`config.mk`:
```
export PLATFORM = sky130hd
export DESIGN_NAME = uart_rx_fifo
export DESIGN_NICKNAME = d
export VERILOG_FILES = /design/src/rtl/uart_rx_fifo.sv
export SDC_FILE = /design/constraint.sdc
export NUM_CORES = 1
export LEC_CHECK = 0
export BUFFER_PORTS_ARGS = -buffer_cell sky130_fd_sc_hd__buf_4
export CAP_MARGIN = 0
export CORE_MARGIN = 4
export CORE_UTILIZATION = 61
export CTS_CLUSTER_SIZE = 30
export DETAILED_ROUTE_END_ITERATION = 8
export PLACE_DENSITY = 0.81
export SYNTH_ARGS = -nofsm -noshare
export SYNTH_HDL_FRONTEND = slang
export SYNTH_SLANG_ARGS = --single-unit
```
`constraint.sdc`:
```
create_clock -name clk -period 2 [get_ports clk]
set_input_delay 0.4 -clock clk [delete_from_list [all_inputs] [get_ports clk]]
set_output_delay 0.4 -clock clk [all_outputs]
set_load 0.005 [all_outputs]
```
`src/rtl/uart_rx_fifo.sv`:
```
// Receive-side byte FIFO behind the UART controller: edge-detected capture, show-ahead read, sticky overflow.
// Optional fill-level port `count` is enabled by defining UART_RX_FIFO_CNT_EN.
module uart_rx_fifo #(
  parameter int DEPTH_LOG2 = 4,
  parameter int DATA_W     = 8
) (
  input  logic                clk,
  input  logic                rst,
  input  logic [DATA_W-1:0]   rx_data,
  input  logic                rx_rdy,
  input  logic                rd_en,
  input  logic                ovf_clr,
  output logic [DATA_W-1:0]   dout,
  output logic                empty,
  output logic                full,
  output logic                overflow
`ifdef UART_RX_FIFO_CNT_EN
  ,
  output logic [DEPTH_LOG2:0] count
`endif
);

  localparam int DEPTH = 2 ** DEPTH_LOG2;
  localparam int PW    = DEPTH_LOG2 + 1;

  logic [DATA_W-1:0] mem [DEPTH];
  logic [PW-1:0]     wr_ptr, rd_ptr;
  logic              rx_rdy_q;
  logic              wr_req, rd_ok, wr_ok;

  // A held rx_rdy level yields one write, on its rising edge.
  assign wr_req = rx_rdy & ~rx_rdy_q;
  assign rd_ok  = rd_en & ~empty;
  assign wr_ok  = wr_req & (~full | rd_ok);

  assign empty = (wr_ptr == rd_ptr);
  assign full  = (wr_ptr[DEPTH_LOG2-1:0] == rd_ptr[DEPTH_LOG2-1:0]) &&
                 (wr_ptr[DEPTH_LOG2] != rd_ptr[DEPTH_LOG2]);
  assign dout  = mem[rd_ptr[DEPTH_LOG2-1:0]];

`ifdef UART_RX_FIFO_CNT_EN
  assign count = wr_ptr - rd_ptr;
`endif

  always_ff @(posedge clk or posedge rst) begin
    if (rst) begin
      wr_ptr   <= '0;
      rd_ptr   <= '0;
      rx_rdy_q <= 1'b0;
      overflow <= 1'b0;
    end else begin
      rx_rdy_q <= rx_rdy;
      if (wr_ok) wr_ptr <= wr_ptr + PW'(1);
      if (rd_ok) rd_ptr <= rd_ptr + PW'(1);
      // A new drop takes priority over a clear in the same cycle.
      if (wr_req & full & ~rd_ok) overflow <= 1'b1;
      else if (ovf_clr)           overflow <= 1'b0;
    end
  end

  always_ff @(posedge clk) begin
    if (wr_ok) mem[wr_ptr[DEPTH_LOG2-1:0]] <= rx_data;
  end

endmodule

```
* Yosys cells after proc, flatten, opt, wreduce, memory -nomap -nowiden
Memory sizes are Yosys's and may differ from the RTL's.
Index checks and enable logic that the tools add are counted.
Widths: inputs -> output; s select.
** Storage, ports and cells
- Register bits :: 12
- RAM bits :: 128
- Input port bits :: 13
- Output and inout port bits :: 11
- Word-level logic and storage cells :: 26
- Memories :: 1
** Memories
- mem :: depth 16, bits a word 8, read ports 1, clocked after Yosys merged registers in 0, write ports 1, line 26 : logic [DATA_W-1:0] mem [DEPTH];
** Cells by class
- Add/subtract/negate cells :: 2
- Equality and inequality tests :: 3
- Muxes and demuxes :: 4
- Bitwise operators :: 10
- Reduce and logical (&&, ||, !) cells :: 2
** Operators by type and width (number)
- $add 5x1->5 const B :: 2
- $and 1x1->1 :: 5
- $eq 5x5->1 :: 1
- $eq 4x4->1 :: 1
- $mux 1 :: 4
- $not 1->1 :: 4
- $reduce_bool 2->1 :: 1
- $logic_and 1x1->1 :: 1
- $ne 1x1->1 :: 1
- $or 1x1->1 :: 1

* Depth between registers and ports, before layout
Gate-level depths: netlist of run 1.
- Depth in word-level cells :: 7
- Gate-level depth with buffers :: 6
- Mapped depth without buffers :: 5

* Least setup slack after synthesis of run 1
Ideal clock, no wire load.
- Path type :: register -> output
- From :: register rd_ptr[1]
- To :: output dout[1]
- Arrival time :: 1.467 ns
- Data required time :: 1.600 ns
- Path slack :: 0.133 ns
- Cell stages (with the launch flop) :: 6
- Buffers on the path :: 2
- Cells stage by stage :: dfrtp_1 -> buf_6 -> buf_2 -> mux4_2 -> a22oi_1 -> nand2_1
** On the way
- Word-level cells in the longest chain between the ends :: 1
** Ends and longest elaborated chain
- start, declared :: line 27 : logic [PW-1:0] wr_ptr, rd_ptr;
- start signal, assigned :: line 54 : if (rd_ok) rd_ptr <= rd_ptr + PW'(1);
- $mem_v2 16x8
- end, declared :: line 13 : output logic [DATA_W-1:0] dout,
No other way between the ends.

* Final worst setup path of run 1
- From :: register rd_ptr[1]
- To :: output dout[6]
The elaborated chain is that of the path after synthesis.

==> impl_metrics.env, run 1 <==
export IMPL_internal_power_mw=7.401
export IMPL_cp_arrival_ns=2.24
export IMPL_report_final_slew_viol_count=0
export IMPL_rsz0062_at_grt="yes"
export IMPL_wl_per_cell_um=29.15
export IMPL_grt_usage=0.2434
export IMPL_async_flop_share=0.08571
export IMPL_ant_nets=0
export IMPL_clock_skew_ns=0.008953
export IMPL_diodes=0
export IMPL_path_clk_slew_ns=0.06
export IMPL_clkLatencyLatePin_ns=0.52
export IMPL_r2r_end="mem[13][7]"
export IMPL_path_buf_inv=2
export IMPL_syn_mean_instance_area_um2=19.62
export IMPL_drc=0
export IMPL_yosys_cell_types_count=39
export IMPL_start_kind="flip-flop"
export IMPL_io_pins=24
export IMPL_synth_most_common_cell="edfxtp_1"
export IMPL_ys_seq_elements=140
export IMPL_n_fill_cell=418
export IMPL_synth_top_cell_area_share=0.6804
export IMPL_synth_area_leaders="edfxtp_1 68%, mux4_2 13%, dfrtp_1 5.3%"
export IMPL_startpoint="rd_ptr[1]"
export IMPL_htreeDepth=4
export IMPL_hp_class="primary input to flip-flop"
export IMPL_cp_slowest_cell="mux4_2"
export IMPL_grt_overflow_total=0
export IMPL_whs_endpoint="overflow"
export IMPL_cp_end_kind="output port"
export IMPL_io_buffers=23
export IMPL_fin_nets=377
export IMPL_violations="negative setup slack"
export IMPL_setup_viol=56
export IMPL_grt_start_max_net_pins=17
export IMPL_power_share_clock=0.291
export IMPL_cap_violations=0
export IMPL_antenna_found_initial=0
export IMPL_ys_seq_area_frac=0.7336
export IMPL_critPathMaxStageDelay_ns=0.52
export IMPL_placed_cells=435
export IMPL_cellLeakagePower_nw=2.426
export IMPL_r2r_start="rd_ptr[1]"
export IMPL_yosysWarnings=0
export IMPL_synth_top_flop_cell="edfxtp_1"
export IMPL_num_rows=34
export IMPL_fin_crit_ns=2.642
export IMPL_syn2layout_area_growth_pct=26.56
export IMPL_synth_edf_count=128
export IMPL_cts_root_buf="clkbuf_8"
export IMPL_die_w_um=104.2
export IMPL_crit_fanout=9
export IMPL_place_gp_congestion=0.8510
export IMPL_reg2reg_depth=10
export IMPL_holdCritStartpoint="ovf_clr"
export IMPL_syn_nets=306
export IMPL_fp_dieH_um=104.2
export IMPL_worst_r2r_setup_slack_ns=-0.08
export IMPL_die_area_um2=10860
export IMPL_worst_ep_required_time_ns=1.60
export IMPL_postLayoutCoreUtil=0.8080
export IMPL_fmaxAchievable_ghz=0.3785
export IMPL_clk_path_buf_depth=2
export IMPL_synth_area_um2=5649
export IMPL_postSynthCellCount=288
export IMPL_grt_pass1_vias=3203
export IMPL_p_per_area_nw_per_um2=1539
export IMPL_pwr_share_comb=0.374
export IMPL_peakVddDrop_mv=0.8594
export IMPL_cts_sinks=140
export IMPL_wl_um=13990
export IMPL_outcome="complete, but fails checks"
export IMPL_start_util=0.6384
export IMPL_cts_buffers_inserted=17
export IMPL_synth_top_cells_by_count="128 x edfxtp_1, 32 x mux4_2, 20 x nor2_1"
export IMPL_timing_final_hold_violations=0
export IMPL_drtPass1Iterations=4
export IMPL_synth_largest_area_cell="edfxtp_1"
export IMPL_swShare=0.3272
export IMPL_crit_chain="buf_6 > mux4_2 > a22oi_1 > nand2_1 > buf_4"
export IMPL_finalCritPeriodShare=1.321
export IMPL_power_mw=11.00
export IMPL_num_vias=3125
export IMPL_dr_first_iter_drc_count=415
export IMPL_stdcell_count=480
export IMPL_worstSetupPathType="flip-flop to output port"
export IMPL_tns_ns=-8.101
export IMPL_drive_gt1_frac=0.4597
export IMPL_cts_tree="yes"
export IMPL_core_um2=8848
export IMPL_slew_headroom=0.6198
export IMPL_whs_path_depth=2
export IMPL_dp_hpwl_um=7482
export IMPL_critPathTopFamily="multiplexers"
export IMPL_seqPwrFrac=0.335
export IMPL_tightest_slew_ns=0.5696
export IMPL_fin_ws_ns=-0.6418
export IMPL_grt_pass1_wl_um=19000
export IMPL_vias_per_cell=6.510
export IMPL_p_sw_mw=3.600
export IMPL_pre_cts_ws_ns=-0.1709
==> kinds of logic (layout without fill, tap and decap cells) <==
kind of cell	after synthesis	after routing	synth area share
adders and majority gates	5	5	0.01107
DFF	140	140	0.7336
and+or+nand+nor	48	48	0.04275
muxes	34	34	0.1316
xor gates and xnor gates	11	11	0.02237
buffers and inverters	20	104	0.01993
AOI/OAI and AO/OA	30	30	0.03876
==> power groups by stage <==
| stage | registers [mW] | clock network (mW) | logic, mW |
|---|---|---|---|
| after global routing | 3.70 | 3.34 | 4.33 |
| after detailed placement | 3.69 | 0 | 3.16 |
| final | 3.68 | 3.20 | 4.12 |
| after CTS | 3.65 | 3.17 | 3.50 |
| after global placement | 3.67 | 0 | 3.09 |
| after floorplan | 3.61 | 0 | 2.05 |
==> flip-flops by register name, indices dropped and copies added, names as in the netlist <==
name / cells
mem: 128
rd_ptr: 5
wr_ptr: 5
overflow: 1
rx_rdy_q: 1
==> how the worst max path moves through the flow <==
| stage | to | slack (ns) | depth (start not counted) |
|---|---|---|---|
| floorplan | dout[1] | 0.13 | 5 |
| global placement | dout[3] | -0.13 | 5 |
| detailed placement | dout[3] | -0.17 | 5 |
| CTS | dout[6] | -0.60 | 5 |
| global route | dout[3] | -0.69 | 5 |
| finish | dout[6] | -0.64 | 5 |
==> cell usage in the layout (no fill, tap or decap), types with 3 or more instances in the layout <==
cell and instances:
edfxtp_1 128, buf_4 48, mux4_2 32, nor2_4 16
clkbuf_16 16, nand2_1 12, a22oi_1 11, buf_6 10
dfrtp_1 10, xnor2_1 7, o21ai_4 6, inv_6 6
a22oi_2 5, inv_1 5, ha_1 5, clkinvlp_4 4
buf_12 4, bufinv_16 3, buf_8 3
==> final cells by class <==
type,count,area (um^2),share of cell area
inverter,5,18.77,0.002625
timing repair buffer,67,618.1,0.08645
multi-input combinational,128,1630,0.2280
sequential,140,4146,0.5800
tap,108,135.1,0.01890
clock inverter,15,186.4,0.02608
clock buffer,17,414.1,0.05793
==> worst register-to-register path, delay by kind of cell (launching register included) <==
| kind | cells | cell delay [ns] |
|---|---|---|
| DFF | 1 | 0.50 |
| and+or+nand+nor | 2 | 0.15 |
| xor gates and xnor gates | 1 | 0.15 |
| AOI/OAI and AO/OA | 1 | 0.14 |
| buffers and inverters | 6 | 0.92 |
==> metal layers <==
layer	global-route usage	wire (um)	up-vias
met3	0.05959	1045	29
met5	0	0	-
li1	-	-	1302
met4	0.07977	312	0
met1	0.3116	5253	1650
met2	0.4136	7380	144
==> metrics by stage <==
stage	instance area [um^2]	hold slack (ns)
finish	7149	0.08555
global route	7149	0.08724
CTS	6872	0.04910
detailed placement	6097	0.4669
global placement	6097	0.4527
floorplan	5649	0.2647
==> repair_timing <==
action | 4_1_cts | 5_1_grt
pin swaps | 1 | 10
endpoints found under the setup margin | 107 | 140
setup buffers | 4 | 7
endpoints found under the hold margin | 13 | 0
resized for setup | 36 | 41
hold buffers | 2 | 0
(Power assumes the default switching activity.)
==> run 2: changes to the inputs <==
==> constraint.sdc (replaced) <==
create_clock -name clk -period 2 [get_ports clk]
set_input_delay 0.2 -clock clk [delete_from_list [all_inputs] [get_ports clk]]
set_output_delay 0.2 -clock clk [all_outputs]
set_load 0.005 [all_outputs]
==> impl_metrics.env, run 2 (synthesis gave the netlist of run 1 again) <==
export IMPL_whs_endpoint="mem[13][3]"
export IMPL_final_common_cell="edfxtp_1"
export IMPL_worstSetupPathType="flip-flop to output port"
export IMPL_dr_first_iter_drc_count=235
export IMPL_place_gp_congestion=0.8290
export IMPL_p_per_area_nw_per_um2=1490
export IMPL_clk_path_buf_depth=2
export IMPL_tightest_slew_ns=0.6193
export IMPL_diodes=0
export IMPL_drc=0
export IMPL_io_buffers=23
export IMPL_io_pins=24
export IMPL_die_area_um2=10860
export IMPL_worst_ep_required_time_ns=1.80
export IMPL_r2r_end="mem[10][6]"
export IMPL_report_final_slew_viol_count=0
export IMPL_cp_end_kind="output port"
export IMPL_stdcell_count=470
export IMPL_fin_nets=368
export IMPL_fin_ws_ns=-0.3921
export IMPL_grt_overflow_total=0
export IMPL_whs_path_depth=1
export IMPL_critPathMaxStageDelay_ns=0.54
export IMPL_pre_cts_ws_ns=-0.09573
export IMPL_cts_buffers_inserted=17
export IMPL_grt_usage=0.2361
export IMPL_fin_area_um2=6955
export IMPL_num_vias=2968
export IMPL_peakVddDrop_mv=0.7014
export IMPL_slew_headroom=0.5867
export IMPL_start_kind="flip-flop"
export IMPL_cts_sinks=140
export IMPL_syn2layout_area_growth_pct=23.12
export IMPL_holdCritStartpoint="rx_data[3]"
export IMPL_placed_cells=425
export IMPL_vias_per_cell=6.315
export IMPL_power_mw=10.36
export IMPL_dp_hpwl_um=6938
export IMPL_num_rows=34
export IMPL_reg2reg_depth=7
export IMPL_wl_um=12090
export IMPL_cap_violations=0
export IMPL_cellLeakagePower_nw=2.333
export IMPL_cts_tree="yes"
export IMPL_violations="negative setup slack"
export IMPL_timing_final_hold_violations=0
export IMPL_ant_nets=0
export IMPL_crit_chain="buf_12 > mux4_2 > a22oi_2 > nand2_1 > buf_6"
export IMPL_wl_per_cell_um=25.72
export IMPL_drtPass1Iterations=4
export IMPL_drive_gt1_frac=0.4365
export IMPL_htreeDepth=4
export IMPL_placed_area_um2=6022
export IMPL_grt_pass1_wl_um=18680
export IMPL_clkLatencyLatePin_ns=0.52
export IMPL_setup_viol=42
export IMPL_outcome="complete, but fails checks"
export IMPL_fin_crit_ns=2.392
export IMPL_start_util=0.6384
export IMPL_grt_start_max_net_pins=21
export IMPL_die_w_um=104.2
export IMPL_cp_arrival_ns=2.19
export IMPL_crit_fanout=12
export IMPL_fp_dieH_um=104.2
export IMPL_final_cell_mix="128 x edfxtp_1, 41 x buf_4, 32 x mux4_2"
export IMPL_clock_skew_ns=0.007558
export IMPL_worst_r2r_setup_slack_ns=-0.06
export IMPL_finalCritPeriodShare=1.196
export IMPL_core_um2=8848
export IMPL_antenna_found_initial=0
export IMPL_path_clk_slew_ns=0.06
export IMPL_cts_root_buf="clkbuf_8"
export IMPL_cp_slowest_cell="mux4_2"
export IMPL_grt_pass1_vias=3185
export IMPL_hp_class="primary input to flip-flop"
export IMPL_n_fill_cell=446
export IMPL_rsz0062_at_grt="yes"
export IMPL_largest_reg_flops=128
export IMPL_r2r_start="rd_ptr[1]"
export IMPL_fmaxAchievable_ghz=0.4181
run 2: cell types whose count changed in the layout (fill, tap and decap cells not counted), sizes merged, moves of 2 or more:
cell         previous run  this run
dlygate4sd3             2         7
inv                    11         5
clkbuf                 17        19
buf                    65        51
clkinv                  2         5
run 2: stage by stage:
step	hold slack, ns	utilization	setup TNS [ns]
global route	0.009385	0.7861	-7.080
floorplan	0.06470	-	0
CTS	0.002752	0.7738	-2.965
global placement	0.2539	0.6806	-0.1133
finish	0.01021	0.7861	-3.867
detailed placement	0.2583	0.6806	-4.991
run 2: final cells by class:
cell class	count	area (um^2)	area share
well taps	108	135.1	0.01943
multi-input cells	128	1588	0.2283
repair buffers	58	520.5	0.07483
clock inverters	12	125.1	0.01799
inverters	5	18.77	0.002698
clock buffers	19	421.7	0.06062
flip-flops and latches	140	4146	0.5962
run 2: worst max path at each step:
stage | startpoint | slack [ns] | endpoint
2_1_floorplan | rd_ptr[1] | 0.26 | mem[1][0]
3_3_place_gp | wr_ptr[1] | -0.008 | mem[6][0]
3_5_place_dp | wr_ptr[1] | -0.1 | mem[2][0]
4_1_cts | rd_ptr[1] | -0.34 | dout[3]
5_1_grt | rd_ptr[1] | -0.48 | dout[3]
6_report | rd_ptr[1] | -0.39 | dout[3]
run 2: worst max-delay path: cells and delay by family, from the launching register on:
family | cells | cell delay, ns
compound gates | 1 | 0.25
buf+inv | 2 | 0.31
flops | 1 | 0.46
mux | 1 | 0.54
simple gates | 1 | 0.10
run 2: power by group:
part,switching [mW],internal [mW]
combinational,1.87,1.92
sequential,0.222,3.45
clock,1.15,1.75
total,3.24,7.12
run 2: layer usage:
| layer | track usage | wire (um) |
|---|---|---|
| met1 | 0.3141 | 4738 |
| met2 | 0.3867 | 6246 |
| met3 | 0.05835 | 825 |
| met4 | 0.07977 | 277 |
| met5 | 0 | 0 |
run 2: timing repair:
item,4_1_cts,5_1_grt
pin swaps,3,2
hold buffers,7,0
endpoints found under the setup margin,108,110
buffers inserted,5,2
gates resized for setup,48,19
hold endpoints to repair,59,0
